===== src/rtl/sar_sched_pkg.sv =====
// Shared types, default timing and sizing helpers for the SAR conversion scheduler.
package sar_sched_pkg;

  // Scheduler FSM encoding, kept as plain constants for legacy tool flows.
  typedef logic [2:0] sched_state_e;

  localparam sched_state_e S_IDLE    = 3'd0;
  localparam sched_state_e S_ARB     = 3'd1;
  localparam sched_state_e S_SETTLE  = 3'd2;
  localparam sched_state_e S_SAMPLE  = 3'd3;
  localparam sched_state_e S_CONVERT = 3'd4;
  localparam sched_state_e S_OUTPUT  = 3'd5;

  localparam int DEF_N           = 10;
  localparam int DEF_NCH         = 4;
  localparam int DEF_SETTLE_CYC  = 4;
  localparam int DEF_SAMPLE_CYC  = 2;
  localparam int DEF_TIMEOUT_CYC = 64;

  // Width of the shared phase counter: must hold the largest terminal count.
  function automatic int cnt_width(input int settle_cyc, input int sample_cyc,
                                   input int timeout_cyc);
    int m;
    m = settle_cyc;
    if (sample_cyc > m) m = sample_cyc;
    if (timeout_cyc > m) m = timeout_cyc;
    return $clog2(m + 1);
  endfunction

endpackage


===== src/rtl/sar_conv_sched_rr_arbiter.sv =====
// Combinational round-robin pick: first set bit of pend_i at or after rr_ptr_i, wrapping.
module rr_arbiter #(
  parameter int NCH = 4,
  parameter int CHW = $clog2(NCH)
) (
  input  logic [NCH-1:0] pend_i,
  input  logic [CHW-1:0] rr_ptr_i,
  output logic [CHW-1:0] grant_idx_o,
  output logic           grant_vld_o
);

  // Scan from the farthest offset down so the nearest pending channel wins.
  always_comb begin
    int idx;
    idx         = 0;
    grant_idx_o = '0;
    grant_vld_o = 1'b0;
    for (int k = NCH - 1; k >= 0; k--) begin
      idx = int'(rr_ptr_i) + k;
      if (idx >= NCH) idx = idx - NCH;
      if (pend_i[idx[CHW-1:0]]) begin
        grant_idx_o = CHW'(idx);
        grant_vld_o = 1'b1;
      end
    end
  end

endmodule


===== src/rtl/sar_conv_sched.sv =====
// Multi-channel SAR conversion scheduler: collects requests, grants round-robin,
// sequences mux settle / sample / convert and presents tagged results on a stream.
//
//   state   | meaning
//   --------+-----------------------------------------------------------
//   IDLE    | nothing in flight, waiting for a pending request
//   ARB     | one cycle: pick channel, latch mux_sel, advance rr_ptr
//   SETTLE  | SETTLE_CYC cycles for the analog mux to settle
//   SAMPLE  | SAMPLE_CYC cycles with sample_en high
//   CONVERT | conv_start on first cycle, wait for conv_done or timeout
//   OUTPUT  | hold result until res_ready, then ARB or IDLE
module sar_conv_sched
  import sar_sched_pkg::*;
#(
  parameter int N           = DEF_N,
  parameter int NCH         = DEF_NCH,
  parameter int CHW         = $clog2(NCH),
  parameter int SETTLE_CYC  = DEF_SETTLE_CYC,
  parameter int SAMPLE_CYC  = DEF_SAMPLE_CYC,
  parameter int TIMEOUT_CYC = DEF_TIMEOUT_CYC
) (
  input  logic           clk,
  input  logic           rst,
  input  logic [NCH-1:0] ch_req,
  input  logic [NCH-1:0] ch_en,
  input  logic           ovr_clr,
  output logic [CHW-1:0] mux_sel,
  output logic           sample_en,
  output logic           conv_start,
  input  logic           conv_done,
  input  logic [N-1:0]   conv_data,
  output logic           res_valid,
  input  logic           res_ready,
  output logic [N-1:0]   res_data,
  output logic [CHW-1:0] res_ch,
  output logic           busy,
  output logic [NCH-1:0] ovr_flag,
  output logic           timeout_err
);

  localparam int CW = cnt_width(SETTLE_CYC, SAMPLE_CYC, TIMEOUT_CYC);

  sched_state_e   state_q, state_d;
  logic [CW-1:0]  cnt_q, cnt_d;
  logic [NCH-1:0] pending_q, pending_d;
  logic [CHW-1:0] rr_ptr_q, rr_ptr_d;
  logic [CHW-1:0] mux_sel_q, mux_sel_d;
  logic           res_valid_q, res_valid_d;
  logic [N-1:0]   res_data_q, res_data_d;
  logic [CHW-1:0] res_ch_q, res_ch_d;
  logic [NCH-1:0] ovr_q, ovr_d;
  logic           tout_q, tout_d;
  logic           tout_set;

  logic [CHW-1:0] grant_idx;
  logic           grant_vld;
  logic           grant_take;
  logic [NCH-1:0] gnt_vec;
  logic [NCH-1:0] req_v;
  logic [NCH-1:0] ovr_set;

  // A channel dropped from ch_en in the same cycle must not be granted.
  rr_arbiter #(.NCH(NCH), .CHW(CHW)) u_arb (
    .pend_i      (pending_q & ch_en),
    .rr_ptr_i    (rr_ptr_q),
    .grant_idx_o (grant_idx),
    .grant_vld_o (grant_vld)
  );

  assign grant_take = (state_q == S_ARB) && grant_vld;
  assign req_v      = ch_req & ch_en;

  // One-hot of the channel being granted this cycle.
  always_comb begin
    gnt_vec = '0;
    if (grant_take) gnt_vec[grant_idx] = 1'b1;
  end

  // A request landing on the grant cycle re-arms pending without counting as overrun.
  always_comb begin
    pending_d = ch_en & (req_v | (pending_q & ~gnt_vec));
    ovr_set   = req_v & pending_q & ~gnt_vec;
    ovr_d     = (ovr_q & ~{NCH{ovr_clr}}) | ovr_set;
    tout_d    = (tout_q & ~ovr_clr) | tout_set;
  end

  // Sequencing of grant, settle, sample, convert and result hand-off.
  always_comb begin
    state_d     = state_q;
    cnt_d       = cnt_q;
    rr_ptr_d    = rr_ptr_q;
    mux_sel_d   = mux_sel_q;
    res_valid_d = res_valid_q;
    res_data_d  = res_data_q;
    res_ch_d    = res_ch_q;
    tout_set    = 1'b0;
    case (state_q)
      S_IDLE: begin
        if (|pending_q) state_d = S_ARB;
      end
      S_ARB: begin
        if (grant_vld) begin
          mux_sel_d = grant_idx;
          rr_ptr_d  = (grant_idx == CHW'(NCH - 1)) ? '0 : grant_idx + CHW'(1);
          cnt_d     = '0;
          state_d   = S_SETTLE;
        end else begin
          state_d = S_IDLE;
        end
      end
      S_SETTLE: begin
        if (cnt_q == CW'(SETTLE_CYC - 1)) begin
          cnt_d   = '0;
          state_d = S_SAMPLE;
        end else begin
          cnt_d = cnt_q + CW'(1);
        end
      end
      S_SAMPLE: begin
        if (cnt_q == CW'(SAMPLE_CYC - 1)) begin
          cnt_d   = '0;
          state_d = S_CONVERT;
        end else begin
          cnt_d = cnt_q + CW'(1);
        end
      end
      S_CONVERT: begin
        if (conv_done) begin
          res_data_d  = conv_data;
          res_ch_d    = mux_sel_q;
          res_valid_d = 1'b1;
          state_d     = S_OUTPUT;
        end else if (cnt_q == CW'(TIMEOUT_CYC - 1)) begin
          tout_set = 1'b1;
          cnt_d    = '0;
          state_d  = S_IDLE;
        end else begin
          cnt_d = cnt_q + CW'(1);
        end
      end
      S_OUTPUT: begin
        if (res_ready) begin
          res_valid_d = 1'b0;
          state_d     = (|pending_q) ? S_ARB : S_IDLE;
        end
      end
      default: state_d = S_IDLE;
    endcase
  end

  // State registers; reset aborts any conversion and drops pending work.
  always_ff @(posedge clk or posedge rst) begin
    if (rst) begin
      state_q     <= S_IDLE;
      cnt_q       <= '0;
      pending_q   <= '0;
      rr_ptr_q    <= '0;
      mux_sel_q   <= '0;
      res_valid_q <= 1'b0;
      res_data_q  <= '0;
      res_ch_q    <= '0;
      ovr_q       <= '0;
      tout_q      <= 1'b0;
    end else begin
      state_q     <= state_d;
      cnt_q       <= cnt_d;
      pending_q   <= pending_d;
      rr_ptr_q    <= rr_ptr_d;
      mux_sel_q   <= mux_sel_d;
      res_valid_q <= res_valid_d;
      res_data_q  <= res_data_d;
      res_ch_q    <= res_ch_d;
      ovr_q       <= ovr_d;
      tout_q      <= tout_d;
    end
  end

  assign mux_sel     = mux_sel_q;
  assign sample_en   = (state_q == S_SAMPLE);
  assign conv_start  = (state_q == S_CONVERT) && (cnt_q == '0);
  assign res_valid   = res_valid_q;
  assign res_data    = res_data_q;
  assign res_ch      = res_ch_q;
  assign busy        = (state_q != S_IDLE);
  assign ovr_flag    = ovr_q;
  assign timeout_err = tout_q;

endmodule


===== config.mk =====
export PLATFORM = sky130hd
export DESIGN_NAME = sar_conv_sched
export DESIGN_NICKNAME = d
export VERILOG_FILES = /design/src/rtl/sar_sched_pkg.sv /design/src/rtl/sar_conv_sched_rr_arbiter.sv /design/src/rtl/sar_conv_sched.sv
export SDC_FILE = /design/constraint.sdc
export NUM_CORES = 1
export LEC_CHECK = 0
export CAP_MARGIN = 5
export CORE_UTILIZATION = 45
export CTS_BUF_LIST = sky130_fd_sc_hd__clkbuf_4
export DETAILED_ROUTE_END_ITERATION = 10
export MAX_ROUTING_LAYER = met4
export PLACE_DENSITY_LB_ADDON = 0.05
export SYNTH_ARGS = -nofsm -noshare
export SYNTH_HDL_FRONTEND = slang
export SYNTH_HIERARCHICAL = 1
export SYNTH_SLANG_ARGS = --single-unit

===== constraint.sdc =====
create_clock -name clk -period 1.9 [get_ports clk]
set_clock_uncertainty 0.1 [all_clocks]
set_input_delay 0.38 -clock clk [delete_from_list [all_inputs] [get_ports clk]]
set_output_delay 0.38 -clock clk [all_outputs]
set_load 0.01 [all_outputs]

==> flow_metrics.env <==
export IMPL_status="finished with violations"
export IMPL_violations_in_the_final_reports="negative setup slack"
export IMPL_placed_cells=282
export IMPL_synth_seq_cells=36
export IMPL_fin_ws_ns=-0.139
export IMPL_timing_slew_headroom_pct=55.2
export IMPL_critPathArrivalTime_ns=2.16
export IMPL_drive_above_1_share_pct=47.0
export IMPL_cts_buffers=5
export IMPL_setup_repair_after_global_routing_missed_its_margin="yes"
export IMPL_yosys_mux_area_fraction_pct=11.7
export IMPL_die_width_microns=65.6
export IMPL_timing_critical_path_from_type="register"
export IMPL_synth_xor_area_share_pct=0
export IMPL_diodes=0
export IMPL_drt_pre_antenna_iters=4
export IMPL_share_seq_of_total_power_pct=29.3
export IMPL_fin_worst_hold_slack_ns=0.240
export IMPL_place_hpwl_mm=3.22
export IMPL_drt_iter0_markers=95
export IMPL_clock_tree_root_cell="sky130_fd_sc_hd__clkbuf_4"
export IMPL_report_final_slew_viol_count=0
export IMPL_power_frac_clock_pct=13.2
export IMPL_detail_route_vias_per_cell=5.45
export IMPL_max_clock_freq_mhz=490
export IMPL_largest_net_degree_at_the_start_of_global_routing=24
export IMPL_crit_slowest_cell="sky130_fd_sc_hd__or4b_4"
export IMPL_synthesis_area_sq_um=1820
export IMPL_grt_usage_pct=25.4
export IMPL_route_detailed_wl_per_inst_microns=16.9
export IMPL_yosys_area_share_simple_pct=14.1
export IMPL_antenna_found_initial=0
export IMPL_floorplan_die_height_microns=65.6
export IMPL_synthAdderAreaFrac_pct=4.81
export IMPL_globalplace_congestion=0.885
export IMPL_crit_top_cell="sky130_fd_sc_hd__buf_6"
export IMPL_final_antenna_net_count=0
export IMPL_dpl_instance_area_sq_um=2530
export IMPL_synth_enable_flop_cells=0
export IMPL_synth_async_reset_ratio_pct=100
export IMPL_final_net_count=295
export IMPL_largest_family_of_logic_cells_by_synthesized_area="compound AO/OA/AOI/OAI gates"
export IMPL_routed_wirelength_mm=5.32
export IMPL_routed_via_count=1712
export IMPL_powerDensity_nw_per_um2=1340
export IMPL_final_core_util_pct=81.0
export IMPL_initial_core_util_pct=48.3
export IMPL_area_growth_syn_to_layout_pct=67.8
export IMPL_synth_lib_cells_used_distinct=41
export IMPL_worstPathCellList="buf_6, or4b_4, o21a_4, buf_6, buf_4, o21ai_0, a21oi_1"
export IMPL_ctsHtreeMaxLevel=2
export IMPL_cts_clk_slew_worst_paths_ns=0.12
export IMPL_overflow=0
export IMPL_area_fraction_in_compound_gates_after_synthesis_pct=16.6
export IMPL_numPortBuffers=45
export IMPL_route_detailed_drc=0
export IMPL_max_slew_worst_pin_slew_ns=0.666
export IMPL_intPower_mw=2.66
export IMPL_finalHoldViolCount=0
export IMPL_power_share_combinational_pct=57.5
export IMPL_required_ns=2.02
export IMPL_yosysWarningCount=6
export IMPL_coreArea_sq_um=3770
export IMPL_synth_sequential_area_ratio_pct=49.5
export IMPL_cell_leakage_power_nw=1.37
export IMPL_grt_pass1_wl_mm=7.80
export IMPL_mean_syn_cell_area_sq_um=11.0
export IMPL_worstSetupStartpoint="state_q[1]"
export IMPL_worst_skew_pair_late_latency_ns=0.34
export IMPL_syn_inst=165
export IMPL_fp_dieArea_sq_um=4300
export IMPL_worstHoldPathType="input pin to asynchronous set/reset pin"
export IMPL_numClockSinks=36
export IMPL_critical_path_endpoint_type="register"
export IMPL_hold_buffers=0
export IMPL_floorplan_io_pins=46
export IMPL_net_switching_power_mw=1.43
export IMPL_timing_max_cap_violations=0
export IMPL_power_switching_share_pct=34.9
export IMPL_setup_violations_final=6
export IMPL_timing_final_crit_share_pct=107
export IMPL_grt_pass1_vias=1716
export IMPL_cts_root_to_sink_buffers=2
export IMPL_syn_nets=195
export IMPL_worst_path_largest_cell_delay_ns=0.49
export IMPL_regToRegStartpoint="state_q[1]"
export IMPL_vdd_ir_drop_worst_mv=0.786
export IMPL_rows=22
export IMPL_final_min_clock_period_ns=2.04
export IMPL_design_area_sq_um=3050
export IMPL_critical_path_peak_fanout=8
export IMPL_setup_worst_path_class="register to register"
export IMPL_cts_tree="built"
export IMPL_final_non_filler_cell_total=314
export IMPL_dominantRegCellSynth="sky130_fd_sc_hd__dfrtp_1"
-- cells by family (layout without fill, tap and decap cells) --
logic type      Yosys count  after routing
simple gates             47             47
compound gates           42             42
flops                    36             36
buf+inv                  14            115
fa+ha+maj                 7              7
mux                      19             19
-- synth_stat cells, types with 2 or more instances --
master	count	area share, %
sky130_fd_sc_hd__a21o_1	4	1.6
sky130_fd_sc_hd__a211oi_1	2	0.82
sky130_fd_sc_hd__a311oi_1	2	0.96
sky130_fd_sc_hd__nor2_1	8	1.6
sky130_fd_sc_hd__or3_1	4	1.4
sky130_fd_sc_hd__inv_1	11	2.3
sky130_fd_sc_hd__o21ai_0	6	1.6
sky130_fd_sc_hd__and2_1	5	1.7
sky130_fd_sc_hd__nand2_1	11	2.3
sky130_fd_sc_hd__nand3_1	2	0.55
sky130_fd_sc_hd__nor3_1	4	1.1
sky130_fd_sc_hd__dfrtp_1	36	49
sky130_fd_sc_hd__mux2_2	18	11
sky130_fd_sc_hd__nand2b_1	3	1.0
sky130_fd_sc_hd__a21boi_1	4	1.6
sky130_fd_sc_hd__a22o_1	4	1.9
sky130_fd_sc_hd__o2bb2ai_1	3	1.4
sky130_fd_sc_hd__a21oi_1	9	2.5
sky130_fd_sc_hd__ha_1	7	4.8
-- what timing repair did --
action,4_1_cts,5_1_grt
cloned,0,1
resized for setup,42,35
hold endpoints to repair,0,0
setup endpoints to repair,18,34
pin swaps,14,16
buffers inserted,15,10
-- through the flow --
| step | TNS (ns) | setup slack, ns | power [mW] |
|---|---|---|---|
| after floorplan | 0 | 0.0219 | 1.96 |
| after global placement | -6.43 | -0.443 | 2.76 |
| after detailed placement | -7.62 | -0.492 | 2.83 |
| after CTS | -0.179 | -0.0656 | 3.70 |
| after global routing | -0.810 | -0.140 | 4.29 |
| final | -0.429 | -0.139 | 4.09 |
-- critical path: cells and delay by family, from the launching register on --
family,cells,cell delay (ns)
AOI/OAI and AO/OA,3,0.48
and+or+nand+nor,1,0.49
DFF,1,0.45
buffers and inverters,3,0.40
-- state kept, by name, indices dropped and copies added (netlist names), 2 cells and up --
| name | flops |
|---|---|
| cnt_q | 7 |
| rr_ptr_q | 2 |
| mux_sel | 2 |
| state_q | 3 |
| pending_q | 4 |
| res_ch | 2 |
| ovr_flag | 4 |
| res_data | 10 |
-- final timing paths --
kind / end / slack, ns / cells after the start
max: cnt_q[4] / -0.14 / 7
min: res_data[4] / 0.24 / 3
max reg2reg: cnt_q[4] / -0.14 / 7
min reg2reg: res_ch[1] / 0.42 / 1
max in group asynchronous: state_q[0] / 1.17 / 3
min in group clk: pending_q[1] / 0.30 / 2
-- metal layers --
metal  wire length, microns  part of all wire [%]  global-route usage (%)  up-vias
met3                    192                   3.6                    6.08       10
met4                     99                   1.9                    9.51        0
met5                      0                     0                       -        -
met1                   2230                    42                    28.6      854
li1                       -                     -                       -      795
met2                   2800                    53                    43.6       53
-- cell usage in the layout (no fill, tap or decap), types with 5 or more instances in the layout --
cell type / Yosys / routed
sky130_fd_sc_hd__mux2_4: 0 / 5
sky130_fd_sc_hd__nand2_1: 11 / 11
sky130_fd_sc_hd__mux2_2: 18 / 13
sky130_fd_sc_hd__clkdlybuf4s50_1: 0 / 40
sky130_fd_sc_hd__clkbuf_4: 0 / 5
sky130_fd_sc_hd__and2_4: 0 / 5
sky130_fd_sc_hd__buf_6: 1 / 8
sky130_fd_sc_hd__nor2_1: 8 / 5
sky130_fd_sc_hd__inv_1: 11 / 7
sky130_fd_sc_hd__dfrtp_1: 36 / 36
sky130_fd_sc_hd__buf_4: 0 / 41
-- power groups by stage --
stage | logic [mW] | registers, mW | clock network [mW]
floorplan | 0.710 | 1.25 | 0
global placement | 1.58 | 1.18 | 0
detailed placement | 1.63 | 1.20 | 0
CTS | 1.97 | 1.18 | 0.555
global route | 2.48 | 1.23 | 0.584
finish | 2.35 | 1.20 | 0.539
-- layout make-up --
class                   count  area, sq um
inverters                  11         41.3
flip-flops and latches     36          901
repair buffers             96          891
multi-input cells         115         1080
clock inverters             3         42.5
fillers                   231          717
clock buffers               5         37.5
well taps                  48         60.1
No activity file was read; power rests on OpenSTA's default activity.
